File: src/rtl/spi_dac_pkg.sv
// Shared definitions for the MCP4922-class SPI DAC writer: FSM states,
// frame geometry, control-bit positions and the frame builder.
package spi_dac_pkg;

  typedef enum logic [2:0] {IDLE, SETUP, SHIFT, GAP, LDAC} state_t;

  localparam int FRAME_BITS = 16;
  localparam int DAC_FIELD  = 12;

  localparam int BIT_AB   = 15;
  localparam int BIT_BUF  = 14;
  localparam int BIT_GA   = 13;
  localparam int BIT_SHDN = 12;

  // Bit 15 selects the channel: 0 = A, 1 = B.
  function automatic logic [FRAME_BITS-1:0] make_frame(
    input logic                 is_b,
    input logic                 buf_bit,
    input logic                 ga_n,
    input logic                 shdn_n,
    input logic [DAC_FIELD-1:0] field
  );
    logic [FRAME_BITS-1:0] f;
    f                  = '0;
    f[BIT_AB]          = is_b;
    f[BIT_BUF]         = buf_bit;
    f[BIT_GA]          = ga_n;
    f[BIT_SHDN]        = shdn_n;
    f[DAC_FIELD-1:0]   = field;
    return f;
  endfunction

endpackage

File: src/rtl/spi_dac_tx_if.sv
// Sample-strobe and SPI pin bundle of spi_dac_tx; master is the SPI master
// (the DAC writer), slave is the sample source / DAC side.
interface spi_dac_tx_if #(
  parameter int DAC_WIDTH = 12
);
  logic                 tick;
  logic [DAC_WIDTH-1:0] ch_a;
  logic [DAC_WIDTH-1:0] ch_b;
  logic                 sck;
  logic                 cs_n;
  logic                 sdi;
  logic                 ldac_n;
  logic                 busy;
  logic                 overrun;

  modport master (
    input  tick, ch_a, ch_b,
    output sck, cs_n, sdi, ldac_n, busy, overrun
  );

  modport slave (
    output tick, ch_a, ch_b,
    input  sck, cs_n, sdi, ldac_n, busy, overrun
  );
endinterface

File: src/rtl/spi_shift_out.sv
// 16-bit mode-0 serializer with half-period divider and bit counter; loads on
// 'load', clocks bits out while 'shift' is high, flags the end of the hold phase.
module spi_shift_out
  import spi_dac_pkg::*;
#(
  parameter int CLK_DIV = 1
) (
  input  logic                  clk0,
  input  logic                  reset,
  input  logic                  run,
  input  logic                  load,
  input  logic                  setup,
  input  logic                  shift,
  input  logic [FRAME_BITS-1:0] frame,
  output logic                  sck,
  output logic                  sdi,
  output logic                  tc,
  output logic                  done
);

  localparam int CNT_W = (CLK_DIV > 1) ? $clog2(CLK_DIV) : 1;
  localparam logic [CNT_W-1:0] DIV_LAST = CNT_W'(CLK_DIV - 1);
  localparam logic [3:0]       LAST_BIT = 4'(FRAME_BITS - 1);

  logic [CNT_W-1:0]      div_cnt;
  logic [3:0]            bit_cnt;
  logic [FRAME_BITS-2:0] shreg;

  assign tc   = (div_cnt == DIV_LAST);
  assign done = shift && tc && !sck && (bit_cnt == LAST_BIT);

  // Every phase boundary lands on tc, so restarting at load keeps all
  // phase lengths exact multiples of CLK_DIV.
  always_ff @(posedge clk0 or posedge reset) begin
    if (reset)                     div_cnt <= '0;
    else if (load || !run || tc)   div_cnt <= '0;
    else                           div_cnt <= div_cnt + 1'b1;
  end

  always_ff @(posedge clk0 or posedge reset) begin
    if (reset) begin
      sck     <= 1'b0;
      sdi     <= 1'b0;
      shreg   <= '0;
      bit_cnt <= '0;
    end else if (load) begin
      sck     <= 1'b0;
      sdi     <= frame[FRAME_BITS-1];
      shreg   <= frame[FRAME_BITS-2:0];
      bit_cnt <= '0;
    end else if (setup && tc) begin
      sck <= 1'b1;
    end else if (shift && tc) begin
      if (sck) begin
        sck <= 1'b0;
        // Bit 0 is held through its low phase as DAC hold time.
        if (bit_cnt != LAST_BIT) begin
          sdi   <= shreg[FRAME_BITS-2];
          shreg <= shreg << 1;
        end
      end else if (bit_cnt != LAST_BIT) begin
        sck     <= 1'b1;
        bit_cnt <= bit_cnt + 1'b1;
      end
    end
  end

endmodule

File: src/rtl/spi_dac_tx.sv
// Dual-channel SPI DAC writer: per tick sends frame A then frame B.
// Define SPI_DAC_TX_LDAC_EN for a trailing 2*CLK_DIV ldac_n pulse; otherwise ldac_n is tied low.
module spi_dac_tx
  import spi_dac_pkg::*;
#(
  parameter int   DAC_WIDTH  = 12,
  parameter int   CLK_DIV    = 1,
  parameter logic CFG_BUF    = 1'b0,
  parameter logic CFG_GA_N   = 1'b1,
  parameter logic CFG_SHDN_N = 1'b1
) (
  input logic          clk0,
  input logic          reset,
  spi_dac_tx_if.master bus
);

  state_t                state, next_state;
  logic                  ch_sel;
  logic [DAC_WIDTH-1:0]  hold_b;
  logic                  accept, load, tc, done;
  logic                  cs_n_d, busy_d;
  logic [FRAME_BITS-1:0] frame;
`ifdef SPI_DAC_TX_LDAC_EN
  logic                  ldac_half;
  logic                  ldac_n_d;
`endif

  function automatic logic [DAC_FIELD-1:0] left_just(input logic [DAC_WIDTH-1:0] x);
    return DAC_FIELD'(x) << (DAC_FIELD - DAC_WIDTH);
  endfunction

  spi_shift_out #(.CLK_DIV(CLK_DIV)) u_shift (
    .clk0  (clk0),
    .reset (reset),
    .run   (state != IDLE),
    .load  (load),
    .setup (state == SETUP),
    .shift (state == SHIFT),
    .frame (frame),
    .sck   (bus.sck),
    .sdi   (bus.sdi),
    .tc    (tc),
    .done  (done)
  );

  always_ff @(posedge clk0 or posedge reset) begin
    if (reset) begin
      state       <= IDLE;
      ch_sel      <= 1'b0;
      hold_b      <= '0;
      bus.cs_n    <= 1'b1;
      bus.busy    <= 1'b0;
      bus.overrun <= 1'b0;
`ifdef SPI_DAC_TX_LDAC_EN
      ldac_half   <= 1'b0;
      bus.ldac_n  <= 1'b1;
`endif
    end else begin
      state    <= next_state;
      bus.cs_n <= cs_n_d;
      bus.busy <= busy_d;
      if (bus.tick && (state != IDLE)) bus.overrun <= 1'b1;
      // Channel A is loaded straight from the port; only B needs holding.
      if (accept) begin
        hold_b <= bus.ch_b;
        ch_sel <= 1'b0;
      end else if ((state == GAP) && tc) begin
        ch_sel <= 1'b1;
      end
`ifdef SPI_DAC_TX_LDAC_EN
      ldac_half  <= (state == LDAC) && (ldac_half ^ tc);
      bus.ldac_n <= ldac_n_d;
`endif
    end
  end

  always_comb begin
    next_state = state;
    case (state)
      IDLE:  if (bus.tick) next_state = SETUP;
      SETUP: if (tc)       next_state = SHIFT;
      SHIFT: if (done)     next_state = GAP;
      GAP: if (tc) begin
        if (!ch_sel) next_state = SETUP;
        else
`ifdef SPI_DAC_TX_LDAC_EN
          next_state = LDAC;
`else
          next_state = IDLE;
`endif
      end
`ifdef SPI_DAC_TX_LDAC_EN
      LDAC:  if (tc && ldac_half) next_state = IDLE;
`endif
      default: next_state = IDLE;
    endcase
  end

  always_comb begin
    accept = (state == IDLE) && bus.tick;
    load   = accept || ((state == GAP) && tc && !ch_sel);
    frame  = accept ? make_frame(1'b0, CFG_BUF, CFG_GA_N, CFG_SHDN_N, left_just(bus.ch_a))
                    : make_frame(1'b1, CFG_BUF, CFG_GA_N, CFG_SHDN_N, left_just(hold_b));
    cs_n_d = !((next_state == SETUP) || (next_state == SHIFT));
    busy_d = (next_state != IDLE);
`ifdef SPI_DAC_TX_LDAC_EN
    ldac_n_d = (next_state != LDAC);
`endif
  end

`ifndef SPI_DAC_TX_LDAC_EN
  assign bus.ldac_n = 1'b0;
`endif

endmodule

File: src/flat_wrapper.sv
// flat-port wrapper written by rule: the top's interface ports become plain ports
module spi_dac_tx_flat import spi_dac_pkg::*;
#(
  parameter int   DAC_WIDTH  = 12,
  parameter int   CLK_DIV    = 1,
  parameter logic CFG_BUF    = 1'b0,
  parameter logic CFG_GA_N   = 1'b1,
  parameter logic CFG_SHDN_N = 1'b1
)
  (clk0, reset, bus_tick, bus_ch_a, bus_ch_b, bus_sck, bus_cs_n, bus_sdi, bus_ldac_n, bus_busy, bus_overrun);
  spi_dac_tx_if #(.DAC_WIDTH(DAC_WIDTH)) bus_i ();
  input logic clk0;
  input logic reset;
  input wire logic [$bits(bus_i.tick)-1:0] bus_tick;
  input wire logic [$bits(bus_i.ch_a)-1:0] bus_ch_a;
  input wire logic [$bits(bus_i.ch_b)-1:0] bus_ch_b;
  output wire logic [$bits(bus_i.sck)-1:0] bus_sck;
  output wire logic [$bits(bus_i.cs_n)-1:0] bus_cs_n;
  output wire logic [$bits(bus_i.sdi)-1:0] bus_sdi;
  output wire logic [$bits(bus_i.ldac_n)-1:0] bus_ldac_n;
  output wire logic [$bits(bus_i.busy)-1:0] bus_busy;
  output wire logic [$bits(bus_i.overrun)-1:0] bus_overrun;
  assign bus_i.tick = bus_tick;
  assign bus_i.ch_a = bus_ch_a;
  assign bus_i.ch_b = bus_ch_b;
  assign bus_sck = bus_i.sck;
  assign bus_cs_n = bus_i.cs_n;
  assign bus_sdi = bus_i.sdi;
  assign bus_ldac_n = bus_i.ldac_n;
  assign bus_busy = bus_i.busy;
  assign bus_overrun = bus_i.overrun;
  spi_dac_tx #(.DAC_WIDTH(DAC_WIDTH), .CLK_DIV(CLK_DIV), .CFG_BUF(CFG_BUF), .CFG_GA_N(CFG_GA_N), .CFG_SHDN_N(CFG_SHDN_N)) u_core (.clk0(clk0), .reset(reset), .bus(bus_i));
endmodule
File: config.mk
export PLATFORM = sky130hd
export DESIGN_NAME = spi_dac_tx_flat
export DESIGN_NICKNAME = d
export VERILOG_FILES = /design/src/rtl/spi_dac_pkg.sv /design/src/rtl/spi_dac_tx_if.sv /design/src/rtl/spi_shift_out.sv /design/src/rtl/spi_dac_tx.sv /design/src/flat_wrapper.sv
export SDC_FILE = /design/constraint.sdc
export NUM_CORES = 1
export LEC_CHECK = 0
export ABC_AREA = 1
export ABC_CLOCK_PERIOD_IN_PS = 4400
export CORE_UTILIZATION = 57
export CTS_CLUSTER_SIZE = 25
export DETAILED_ROUTE_END_ITERATION = 7
export PLACE_DENSITY = 0.83
export RECOVER_POWER = 50
export SETUP_SLACK_MARGIN = 0.15
export SLEW_MARGIN = 10
export SYNTH_ARGS = -nofsm -noshare
export SYNTH_HDL_FRONTEND = slang
export SYNTH_SLANG_ARGS = --single-unit
File: constraint.sdc
create_clock -name clk0 -period 4.4 [get_ports clk0]
set_clock_uncertainty 0.05 [all_clocks]
set_input_delay 0.88 -clock clk0 [delete_from_list [all_inputs] [get_ports clk0]]
set_output_delay 0.88 -clock clk0 [all_outputs]
set_load 0.02 [all_outputs]
==> impl_metrics.sql <==
INSERT INTO impl_metrics (metric_group, metric, value, unit) VALUES
('logic_synthesis', 'synth_seq_area_share', '49.2', '%'),
('setup_path', 'critical_path.n_buffers_inverters', '3', ''),
('cts', 'ctsHtreeMaxLevel', '2', ''),
('logic_synthesis', 'yosys_register_bits', '41', ''),
('setup_path', 'worst_ep_arrival_time', '2.96', 'ns'),
('setup_path', 'largest_incremental_delay_on_the_critical_path', '1.49', 'ns'),
('cells_and_area', 'area.sequential', '0.00103', 'mm2'),
('min_path', 'min_path_cells', '1', ''),
('cts', 'postCtsResizedCells', '0', ''),
('die', 'coreArea', '0.00342', 'mm2'),
('cells_and_area', 'filler_cell_count', '275', ''),
('global_routing', 'first_global_vias', '1559', ''),
('die', 'die_area', '0.00391', 'mm2'),
('setup_path', 'regToRegEndpoint', 'u_core.u_shift.shreg[0]$_DFFE_PP0P_', ''),
('setup_path', 'rr_startpoint', 'u_core.state[1]$_DFF_PP0_', ''),
('setup_path', 'critPathCaptureType', 'asynchronous set/reset pin', ''),
('placed_design', 'postPlaceCellArea', '0.00238', 'mm2'),
('power_and_ir_drop', 'vdd.ir_drop.worst', '0.305', 'mV'),
('sta', 'grt_setup_unrepaired', 'no', ''),
('drt', 'detail_route.drc_violations', '0', ''),
('cts', 'cts_setup_buffers', '0', ''),
('run', 'max_cap_violations', '1', ''),
('sta', 'worst_slew_pin_tran', '2.09', 'ns'),
('drt', 'routedWlPerCell', '11.8', 'um'),
('sta', 'maxSlewViolCount', '42', ''),
('die', 'num_rows', '21', ''),
('cells_and_area', 'insertedDiodeCount', '0', ''),
('power_and_ir_drop', 'power.total', '0.00101', 'W'),
('cells_and_area', 'flow.area_growth_from_synthesis', '16.1', '%'),
('sta', 'timing.setup.tns', '0', 'ns'),
('status', 'violations', 'max-capacitance violations, max-slew violations', ''),
('placed_design', 'io_buffers', '31', ''),
('status', 'outcome', 'finished with violations', ''),
('cts', 'clock_transition_at_the_registers_of_the_reported_paths', '0.11', 'ns'),
('sta', 'fmax', '337', 'MHz'),
('global_routing', 'grt_remaining_overflow', '0', ''),
('setup_path', 'worst-r2r-cell-count', '7', ''),
('die', 'chipWidth', '62.5', 'um'),
('setup_path', 'startpoint_type', 'input port', ''),
('setup_path', 'crit_slowest_cell', 'sky130_fd_sc_hd__clkbuf_1', ''),
('power_and_ir_drop', 'cellPowerDensity', '417', 'mW/mm2'),
('cells_and_area', 'drive_gt1_share', '7.90', '%'),
('min_path', 'holdCritPathClass', 'flop to flop', ''),
('cts', 'tritoncts', 'done', ''),
('drt', 'detailedRoute.firstIterationViolations', '91', ''),
('logic_synthesis', 'syn_inst', '260', ''),
('cts', 'clock_root_buffer_master', 'sky130_fd_sc_hd__clkbuf_4', ''),
('global_routing', 'global_route_wire_length_before_repair', '6870', 'um'),
('cts', 'hold_buffers', '0', ''),
('sta', 'final-setup-viol-count', '0', ''),
('cells_and_area', 'final_cell_area', '0.00242', 'mm2'),
('drt', 'route.detailed.vias_per_inst', '5.03', ''),
('sta', 'hold_viol_final', '0', ''),
('drt', 'drtPass1Iterations', '4', ''),
('logic_synthesis', 'yosys_warnings', '0', ''),
('cells_and_area', 'fin_nets', '318', ''),
('drt', 'postRouteWirelength', '3990', 'um'),
('sta', 'minimum_clock_period', '2.97', 'ns'),
('setup_path', 'required', '4.39', 'ns'),
('cells_and_area', 'mostFrequentLayoutCell', 'sky130_fd_sc_hd__nand2_1', ''),
('cts', 'cts_bufs_inserted', '5', ''),
('setup_path', 'worst_setup_path_type', 'input port to asynchronous set/reset pin', ''),
('global_routing', 'gr-usage-all-layers', '22.6', '%'),
('sta', 'hold_ws', '0.430', 'ns'),
('setup_path', 'reg2reg_setup_slack', '1.98', 'ns'),
('setup_path', 'timing.critical_path.cells', 'dlygate4sd3_1, inv_1, clkbuf_1', ''),
('logic_synthesis', 'cell_area_after_synthesis', '0.00209', 'mm2'),
('drt', 'ant_nets', '0', ''),
('power_and_ir_drop', 'power_leakage', '1.27', 'nW'),
('min_path', 'timing.hold.worst_endpoint', 'u_core.bus.overrun$_DFFE_PP0P_', ''),
('global_routing', 'grt_antenna_before_repair', '0', '');
-- report_power, final --
part / total (W) / switching (W) / leakage (nW) / internal, W
logic: 0.000303 / 0.000180 / 0.716 / 0.000123
registers: 0.000531 / 0.0000508 / 0.520 / 0.000480
clock network: 0.000177 / 0.000116 / 0.0320 / 0.0000609
-- worst max path at each step --
stage,start,to,slack (ns),cells after the start
after global routing,reset,u_core.u_shift.shreg[6]$_DFFE_PP0P_,0.96,3
after floorplan,reset,u_core.bus.busy$_DFF_PP0_,2.53,1
after CTS,u_core.bus.cs_n$_DFF_PP1_,bus_cs_n,1.99,1
after global placement,bus_tick,u_core.u_shift.shreg[0]$_DFFE_PP0P_,1.73,7
final,reset,u_core.u_shift.shreg[5]$_DFFE_PP0P_,1.43,3
after detailed placement,bus_tick,u_core.u_shift.shreg[0]$_DFFE_PP0P_,1.64,7
-- worst register-to-register path, stage by stage, from the launching register on --
cell and delay (ns):
sky130_fd_sc_hd__dfrtp_1 0.46, sky130_fd_sc_hd__nor2_1 0.73, sky130_fd_sc_hd__nand3_4 0.48, sky130_fd_sc_hd__inv_2 0.36, sky130_fd_sc_hd__nand2_1 0.08, sky130_fd_sc_hd__nand2_1 0.07, sky130_fd_sc_hd__nand2_1 0.05, sky130_fd_sc_hd__o21ai_0 0.07
-- state kept, by name (all words and copies together) (netlist names) --
| name | flops |
|---|---|
| u_core.state | 3 |
| u_core.bus.overrun | 1 |
| u_core.u_shift.shreg | 15 |
| u_core.u_shift.sck | 1 |
| u_core.u_shift.sdi | 1 |
| u_core.bus.cs_n | 1 |
| u_core.hold_b | 12 |
| u_core.u_shift.div_cnt | 1 |
| u_core.bus.busy | 1 |
| u_core.ch_sel | 1 |
| u_core.u_shift.bit_cnt | 4 |
-- through the flow --
stage / worst slack [ns] / util, % / std cells
6_report: 1.43 / 70.9 / 337
5_1_grt: 0.956 / 70.9 / 337
4_1_cts: 1.99 / 71.2 / 337
3_5_place_dp: 1.64 / 69.7 / 329
3_3_place_gp: 1.73 / 69.7 / 329
2_1_floorplan: 2.53 / - / 262
-- cells in the mapped netlist --
cell | count | area [um2]
sky130_fd_sc_hd__or2_2 | 1 | 6.26
sky130_fd_sc_hd__nand3b_1 | 1 | 7.51
sky130_fd_sc_hd__nand2_8 | 2 | 40.0
sky130_fd_sc_hd__a21oi_1 | 4 | 20.0
sky130_fd_sc_hd__inv_6 | 1 | 8.76
sky130_fd_sc_hd__a21o_1 | 1 | 7.51
sky130_fd_sc_hd__buf_8 | 2 | 30.0
sky130_fd_sc_hd__nand4_1 | 13 | 81.3
sky130_fd_sc_hd__clkbuf_1 | 2 | 7.51
sky130_fd_sc_hd__o21ai_1 | 1 | 5.00
sky130_fd_sc_hd__nand2_2 | 2 | 12.5
sky130_fd_sc_hd__dfstp_2 | 1 | 26.3
sky130_fd_sc_hd__nand3_4 | 2 | 35.0
sky130_fd_sc_hd__nor3_1 | 1 | 5.00
sky130_fd_sc_hd__ha_1 | 1 | 12.5
sky130_fd_sc_hd__nor2_4 | 3 | 33.8
sky130_fd_sc_hd__nand3_1 | 21 | 105
sky130_fd_sc_hd__o21ai_0 | 3 | 15.0
sky130_fd_sc_hd__dfrtp_1 | 40 | 1000
sky130_fd_sc_hd__conb_1 | 1 | 3.75
sky130_fd_sc_hd__buf_6 | 2 | 22.5
sky130_fd_sc_hd__nand2_1 | 127 | 477
sky130_fd_sc_hd__inv_2 | 3 | 11.3
sky130_fd_sc_hd__xor2_1 | 1 | 8.76
sky130_fd_sc_hd__buf_4 | 1 | 7.51
sky130_fd_sc_hd__buf_2 | 4 | 20.0
sky130_fd_sc_hd__nor2_2 | 2 | 12.5
sky130_fd_sc_hd__nor2_1 | 8 | 30.0
sky130_fd_sc_hd__inv_1 | 9 | 33.8
-- area by class of cell --
type	count	area share [%]
flip-flops and latches	41	42.4
well taps	46	2.38
clock inverters	2	0.413
repair buffers	32	13.0
clock buffers	6	1.70
inverters	13	2.22
multi-input cells	197	37.9
-- per-layer routing --
layer,wire length (um),track usage (%)
met5,0,0
met4,57,7.85
met3,180,5.84
met1,1900,30.8
met2,1860,34.9
-- kinds of logic after synthesis --
group	synth area share, %
adder cells (fa/ha/maj)	0.599
AND/OR/NAND/NOR	40.5
AO/OA/AOI/OAI	2.28
other	0.180
flip-flops	49.2
XOR/XNOR	0.420
buffers and inverters	6.77
No activity file was read; power rests on OpenSTA's default activity.
